**config.mk**
```make
export PLATFORM = sky130hd
export DESIGN_NAME = vga_pattern_sequencer_flat
export DESIGN_NICKNAME = d
export VERILOG_FILES = /design/src/rtl/vga_seq_pkg.sv /design/src/rtl/vga_pattern_sequencer_if.sv /design/src/rtl/frame_debouncer.sv /design/src/rtl/vga_pattern_sequencer.sv /design/src/flat_wrapper.sv
export SDC_FILE = /design/constraint.sdc
export NUM_CORES = 1
export LEC_CHECK = 0
export BUFFER_PORTS_ARGS = -buffer_cell sky130_fd_sc_hd__buf_2
export CAP_MARGIN = 40
export CORE_ASPECT_RATIO = 2
export CORE_MARGIN = 2
export CORE_UTILIZATION = 59
export CTS_CLUSTER_DIAMETER = 30
export CTS_CLUSTER_SIZE = 24
export DETAILED_ROUTE_END_ITERATION = 7
export PLACE_DENSITY_LB_ADDON = 0.15
export SLEW_MARGIN = 0
export SYNTH_ARGS = -nofsm -noshare
export SYNTH_HDL_FRONTEND = slang
export SYNTH_SLANG_ARGS = --single-unit
```
**constraint.sdc**
```tcl
create_clock -name clk -period 3.7 [get_ports clk]
set_input_delay 1.11 -clock clk [delete_from_list [all_inputs] [get_ports clk]]
set_output_delay 1.11 -clock clk [all_outputs]
set_load 0.01 [all_outputs]
```
**src/rtl/vga_seq_pkg.sv**
```systemverilog
// vga_seq_pkg: shared state encoding, default parameters and frame_tick position
package vga_seq_pkg;
    typedef enum logic [1:0] {
        RUN   = 2'd0,
        PAUSE = 2'd1,
        BLANK = 2'd2
    } seq_state_t;
    localparam int DEF_ANIM_W          = 10;
    localparam int DEF_NUM_PATTERNS    = 4;
    localparam int DEF_AUTO_FRAMES     = 300;
    localparam int DEF_BLANK_FRAMES    = 2;
    localparam int DEF_DEBOUNCE_FRAMES = 4;
    localparam int TICK_HPOS           = 0;
    localparam int TICK_VPOS           = 0;
    function automatic int cnt_w(input int n);
        return $clog2(n + 1);
    endfunction
endpackage

```
**src/rtl/vga_pattern_sequencer_if.sv**
```systemverilog
// vga_pattern_sequencer_if: beam position, user controls and pattern-datapath outputs
//   master: sequencer side (takes hpos/vpos/buttons/auto_en/speed, drives pattern_sel/anim_count/blank/paused)
//   slave:  surrounding top level / pixel datapath side
interface vga_pattern_sequencer_if import vga_seq_pkg::*; #(
    parameter int ANIM_W = DEF_ANIM_W
);
    logic [9:0]        hpos;
    logic [9:0]        vpos;
    logic              btn_next;
    logic              btn_pause;
    logic              auto_en;
    logic [1:0]        speed;
    logic [1:0]        pattern_sel;
    logic [ANIM_W-1:0] anim_count;
    logic              blank;
    logic              paused;
    modport master (
        input  hpos, vpos, btn_next, btn_pause, auto_en, speed,
        output pattern_sel, anim_count, blank, paused
    );
    modport slave (
        output hpos, vpos, btn_next, btn_pause, auto_en, speed,
        input  pattern_sel, anim_count, blank, paused
    );
endinterface

```
**src/rtl/frame_debouncer.sv**
```systemverilog
// frame_debouncer: once-per-frame button debouncer
//   in:  clk, reset (sync, active-high), tick (frame strobe), raw (button)
//   out: level (debounced), press (combinational, high on the tick level goes 0->1)
module frame_debouncer import vga_seq_pkg::*; #(
    parameter int DEBOUNCE_FRAMES = DEF_DEBOUNCE_FRAMES
) (
    input  logic clk,
    input  logic reset,
    input  logic tick,
    input  logic raw,
    output logic level,
    output logic press
);
    localparam int CW = cnt_w(DEBOUNCE_FRAMES);
    logic [CW-1:0] cnt;
    logic          accept;
    // press is combinational so the FSM acts on the very tick the level flips
    assign accept = tick && (raw != level) && (cnt == CW'(DEBOUNCE_FRAMES - 1));
    assign press  = accept && raw;
    always_ff @(posedge clk) begin
        if (reset) begin
            level <= 1'b0;
            cnt   <= '0;
        end else if (tick) begin
            level <= accept ? raw : level;
            cnt   <= (raw == level || accept) ? '0 : cnt + 1'b1;
        end
    end
endmodule

```
**src/rtl/vga_pattern_sequencer.sv**
```systemverilog
// vga_pattern_sequencer: per-frame animation phase, pattern switching with blanking gap, pause
//   in:  clk, reset (sync, active-high)
//   bus: hpos/vpos, btn_next, btn_pause, auto_en, speed -> pattern_sel, anim_count, blank, paused
module vga_pattern_sequencer import vga_seq_pkg::*; #(
    parameter int ANIM_W          = DEF_ANIM_W,
    parameter int NUM_PATTERNS    = DEF_NUM_PATTERNS,
    parameter int AUTO_FRAMES     = DEF_AUTO_FRAMES,
    parameter int BLANK_FRAMES    = DEF_BLANK_FRAMES,
    parameter int DEBOUNCE_FRAMES = DEF_DEBOUNCE_FRAMES
) (
    input logic clk,
    input logic reset,
    vga_pattern_sequencer_if.master bus
);
    localparam int AW = cnt_w(AUTO_FRAMES);
    localparam int BW = cnt_w(BLANK_FRAMES);
    seq_state_t        state_q, state_d;
    logic [ANIM_W-1:0] anim_q, anim_d;
    logic [AW-1:0]     auto_q, auto_d;
    logic [BW-1:0]     bcnt_q, bcnt_d;
    logic [1:0]        psel_q, psel_d;
    logic              paused_q, paused_d;
    logic              tick, next_press, pause_press, switch_run;
    logic              unused_next_level, unused_pause_level;
    assign tick = (bus.hpos == 10'(TICK_HPOS)) && (bus.vpos == 10'(TICK_VPOS));
    frame_debouncer #(.DEBOUNCE_FRAMES(DEBOUNCE_FRAMES)) u_next (
        .clk(clk), .reset(reset), .tick(tick), .raw(bus.btn_next),
        .level(unused_next_level), .press(next_press)
    );
    frame_debouncer #(.DEBOUNCE_FRAMES(DEBOUNCE_FRAMES)) u_pause (
        .clk(clk), .reset(reset), .tick(tick), .raw(bus.btn_pause),
        .level(unused_pause_level), .press(pause_press)
    );
    // a manual press and auto expiry on the same tick collapse into one switch
    assign switch_run = next_press || (bus.auto_en && auto_q == AW'(AUTO_FRAMES - 1));
    always_comb begin
        state_d  = state_q;
        anim_d   = anim_q;
        auto_d   = auto_q;
        bcnt_d   = bcnt_q;
        psel_d   = psel_q;
        paused_d = paused_q;
        if (tick) begin
            case (state_q)
                RUN: begin
                    anim_d = anim_q + (ANIM_W'(1) << bus.speed);
                    auto_d = bus.auto_en ? auto_q + 1'b1 : auto_q;
                    if (switch_run) begin
                        state_d = BLANK;
                    end else if (pause_press) begin
                        state_d  = PAUSE;
                        paused_d = ~paused_q;
                    end
                end
                PAUSE: begin
                    if (next_press) begin
                        state_d = BLANK;
                    end else if (pause_press) begin
                        state_d  = RUN;
                        paused_d = ~paused_q;
                    end
                end
                default: begin
                    if (bcnt_q == BW'(BLANK_FRAMES - 1)) begin
                        psel_d  = (psel_q == 2'(NUM_PATTERNS - 1)) ? 2'd0 : psel_q + 1'b1;
                        anim_d  = '0;
                        auto_d  = '0;
                        bcnt_d  = '0;
                        state_d = paused_q ? PAUSE : RUN;
                    end else begin
                        bcnt_d = bcnt_q + 1'b1;
                    end
                end
            endcase
        end
    end
    always_ff @(posedge clk) begin
        if (reset) begin
            state_q  <= RUN;
            anim_q   <= '0;
            auto_q   <= '0;
            bcnt_q   <= '0;
            psel_q   <= '0;
            paused_q <= 1'b0;
        end else begin
            state_q  <= state_d;
            anim_q   <= anim_d;
            auto_q   <= auto_d;
            bcnt_q   <= bcnt_d;
            psel_q   <= psel_d;
            paused_q <= paused_d;
        end
    end
    assign bus.pattern_sel = psel_q;
    assign bus.anim_count  = anim_q;
    assign bus.blank       = (state_q == BLANK);
    assign bus.paused      = paused_q;
endmodule

```
**src/flat_wrapper.sv**
```systemverilog
// flat-port wrapper written by rule: the top's interface ports become plain ports
module vga_pattern_sequencer_flat import vga_seq_pkg::*;
#(
    parameter int ANIM_W          = DEF_ANIM_W,
    parameter int NUM_PATTERNS    = DEF_NUM_PATTERNS,
    parameter int AUTO_FRAMES     = DEF_AUTO_FRAMES,
    parameter int BLANK_FRAMES    = DEF_BLANK_FRAMES,
    parameter int DEBOUNCE_FRAMES = DEF_DEBOUNCE_FRAMES
)
  (clk, reset, bus_hpos, bus_vpos, bus_btn_next, bus_btn_pause, bus_auto_en, bus_speed, bus_pattern_sel, bus_anim_count, bus_blank, bus_paused);
  vga_pattern_sequencer_if #(.ANIM_W(ANIM_W)) bus_i ();
  input logic clk;
  input logic reset;
  input wire logic [$bits(bus_i.hpos)-1:0] bus_hpos;
  input wire logic [$bits(bus_i.vpos)-1:0] bus_vpos;
  input wire logic [$bits(bus_i.btn_next)-1:0] bus_btn_next;
  input wire logic [$bits(bus_i.btn_pause)-1:0] bus_btn_pause;
  input wire logic [$bits(bus_i.auto_en)-1:0] bus_auto_en;
  input wire logic [$bits(bus_i.speed)-1:0] bus_speed;
  output wire logic [$bits(bus_i.pattern_sel)-1:0] bus_pattern_sel;
  output wire logic [$bits(bus_i.anim_count)-1:0] bus_anim_count;
  output wire logic [$bits(bus_i.blank)-1:0] bus_blank;
  output wire logic [$bits(bus_i.paused)-1:0] bus_paused;
  assign bus_i.hpos = bus_hpos;
  assign bus_i.vpos = bus_vpos;
  assign bus_i.btn_next = bus_btn_next;
  assign bus_i.btn_pause = bus_btn_pause;
  assign bus_i.auto_en = bus_auto_en;
  assign bus_i.speed = bus_speed;
  assign bus_pattern_sel = bus_i.pattern_sel;
  assign bus_anim_count = bus_i.anim_count;
  assign bus_blank = bus_i.blank;
  assign bus_paused = bus_i.paused;
  vga_pattern_sequencer #(.ANIM_W(ANIM_W), .NUM_PATTERNS(NUM_PATTERNS), .AUTO_FRAMES(AUTO_FRAMES), .BLANK_FRAMES(BLANK_FRAMES), .DEBOUNCE_FRAMES(DEBOUNCE_FRAMES)) u_core (.clk(clk), .reset(reset), .bus(bus_i));
endmodule
```
==> flow_summary.yaml <==
global_routing:
  grt_max_degree: 30
  grt_pass1_vias: 1758
  gr-total-overflow: 0
  globalRouteTotalUtil: 0.249
  grt_pass1_wl_um: 7410
  antenna_found_initial: 0
setup_path:
  setup.worst_path.end_class: "flip-flop"
  path_cells: "buf_2, nor2_1, ha_1, inv_1, fa_1, nor2b_1, o21ai_0, and2_1, or4_1, a21oi_1"
  critical_path_class: "input pin to flip-flop"
  slowest_delay_ps: 410
  cpMaxStageDelayCell: "or4_1"
  path_delay_family: "simple AND/OR/NAND/NOR gates"
  start_kind: "input pin"
  cp_max_fo: 4
  cp_num_buf_inv: 2
  required_ps: 3930
  cp.arrival_ps: 2970
finish:
  layout_common_cells: "buf_2 (40), dfxtp_1 (34), a21oi_1 (27)"
  drive_gt1_frac: 0.236
  stdcell_area_sq_um: 2310
  regArea_sq_um: 681
  layout_commonest_cell: "buf_2"
  nNetsFinal: 313
  diodes: 0
  utilization: 0.692
  syn_to_final_growth_pct: 13.9
  fillers: 294
  multiInputGateArea_sq_um: 1250
clock_network:
  cts_setup_buffers: 0
  cts-resized-gates: 0
  cts_buffers: 5
  cts_tree: "yes"
  cts_root_buf: "clkbuf_8"
  cts_buffer_depth: 2
  clock-sinks: 34
  clk_pin_slew_ps: 70
  insertion_delay_ps: 290
  htree_levels: 2
  cts_hold_buf: 0
placement:
  post-place-ws_ps: 670
  hpwlAfterDp_um: 3200
  finalWeightedCongestion: 0.751
  place_area_sq_um: 2220
  numPortBuffers: 40
drt:
  drcViolationCount: 0
  firstDrtPassIters: 4
  first_iter_violations: 51
  vias: 1881
  routed_wl_um: 4440
  wl_met1_um: 1760
  routed-wl-met3_um: 163
  wl_met2_um: 2410
  avgViaCountPerCell: 6.11
  dr.max_layer_used: "met4"
  avgRoutedWirePerCell_um: 14.4
  detail-route-antenna-nets: 0
timing:
  skew_ps: 2.67
  fin_ws_ps: 959
  finalSetupTns_ps: 0
  rsz0062_at_grt: "no"
  slew_violations: 0
  max_slew_margin: 0.562
  hold_ws_ps: 442
  final_hold_viol_count: 0
  min_period_ps: 2740
  setup_violations: 0
  timing.fmax_mhz: 365
  fin_crit_sh: 0.741
  worst_pin_slew_ps: 652
floorplanning:
  rows: 30
  core_sq_um: 3340
  initial_core_util: 0.607
  fp.dieH_um: 86.9
  num_io_pins: 41
  dieWidth_um: 45.5
  dieArea_sq_um: 3950
logic_synthesis:
  postSynthAreaPerCell_sq_um: 8.49
  synth_edf_count: 0
  ys_seq_elements: 34
  yosysTopAreaCell: "dfxtp_1"
  yosys-top-cells-area: "dfxtp_1 (34%), a21oi_1 (6.7%), ha_1 (6.2%)"
  syn-cell-area_sq_um: 2030
  synthArstFlopShare: 0
  synth_flop_cell: "dfxtp_1"
  synth_fp_nets: 277
  synthCells: 239
  yosys_warnings: 0
  synth_top_area_share: 0.335
  ys_types: 55
  synth_seq_area_share: 0.335
pwr:
  vdd_drop_max_uv: 239
  powerDensity_nw_per_um2: 302
  p_leak_uw: 0.000897
run_status:
  status: "complete, no violations"
hold_path:
  hold_class: "flip-flop to flip-flop"
flow_run:
  cap_violations: 0
[worst paths after layout]
check / startpoint / endpoint / slack [ps] / cells past startpoint
worst max-delay path: bus_speed[1] / u_core.bus.anim_count[6] / 960 / 10
worst min-delay path: u_core.bcnt_q[1] / u_core.bcnt_q[1] / 440 / 2
worst max register to register: u_core.state_q[1] / u_core.bus.anim_count[6] / 1250 / 5
worst min register to register: u_core.bcnt_q[1] / u_core.bcnt_q[1] / 440 / 2
[power by group]
| group | switching (uW) | total [uW] | internal, uW |
|---|---|---|---|
| clock | 139 | 289 | 150 |
| sequential | 0.0000557 | 366 | 366 |
| combinational | 24.2 | 42.8 | 18.7 |
[area by class of cell]
| cell class | count | area share |
|---|---|---|
| multi-input cells | 182 | 0.541 |
| flip-flops and latches | 34 | 0.294 |
| repair buffers | 41 | 0.0898 |
| clock buffers | 7 | 0.0373 |
| inverters | 11 | 0.0179 |
| well taps | 32 | 0.0173 |
| clock inverters | 1 | 0.00216 |
[synthesized netlist by cell type (2+ instances only)]
cell      count
nand3b_1      2
or3_1         6
or4_1         4
o31ai_1       2
nand4_1       3
a211oi_1      2
xnor2_1       5
and3_1        2
a31oi_1       2
and3b_1       2
buf_2         3
o41ai_1       2
clkbuf_1      8
dfxtp_1      34
ha_1         10
and2_1        2
a21oi_1      27
nor4_4        3
or2_2         2
nand2_1      13
mux2i_1       5
nor2b_1       4
nor4_2        2
or4_4         2
xor2_1        3
nor4b_1       2
nor2_1       21
nand3_1      13
nand2b_1      3
o21ai_0      13
nor3_1        2
nand4b_1      2
inv_1        11
[sequential cells by signal, indices dropped and copies added, names as in the netlist, 2 cells and up]
| register | flops |
|---|---|
| u_core.u_next.cnt | 3 |
| u_core.auto_q | 9 |
| u_core.state_q | 2 |
| u_core.bus.anim_count | 10 |
| u_core.u_pause.cnt | 3 |
| u_core.bcnt_q | 2 |
| u_core.bus.pattern_sel | 2 |
[metal layers]
layer | GRT usage | vias to the layer above
met2 | 0.438 | 41
met1 | 0.264 | 889
met4 | 0.126 | 0
met3 | 0.0477 | 8
li1 | - | 943
met5 | 0 | -
[worst register-to-register path, stage by stage, from the launching register on]
cell      delay [ps]
dfxtp_1          590
and3b_1          550
o211ai_2         180
or2_1            370
or4_1            540
a21oi_1          150
[kinds of logic (layout without fill, tap and decap cells)]
group | count (synthesis) | count (layout) | synth area share
simple gates | 102 | 102 | 0.321
mux | 6 | 6 | 0.0302
flops | 34 | 34 | 0.335
buf+inv | 23 | 60 | 0.0481
xor+xnor | 8 | 8 | 0.0345
compound gates | 55 | 55 | 0.159
fa+ha+maj | 11 | 11 | 0.0715
[metrics by stage]
stage | total power [uW] | std cells
CTS | 706 | 308
global route | 726 | 308
global placement | 416 | 300
finish | 698 | 308
floorplan | 393 | 239
detailed placement | 417 | 300
Power figures use the tool's default switching activity.
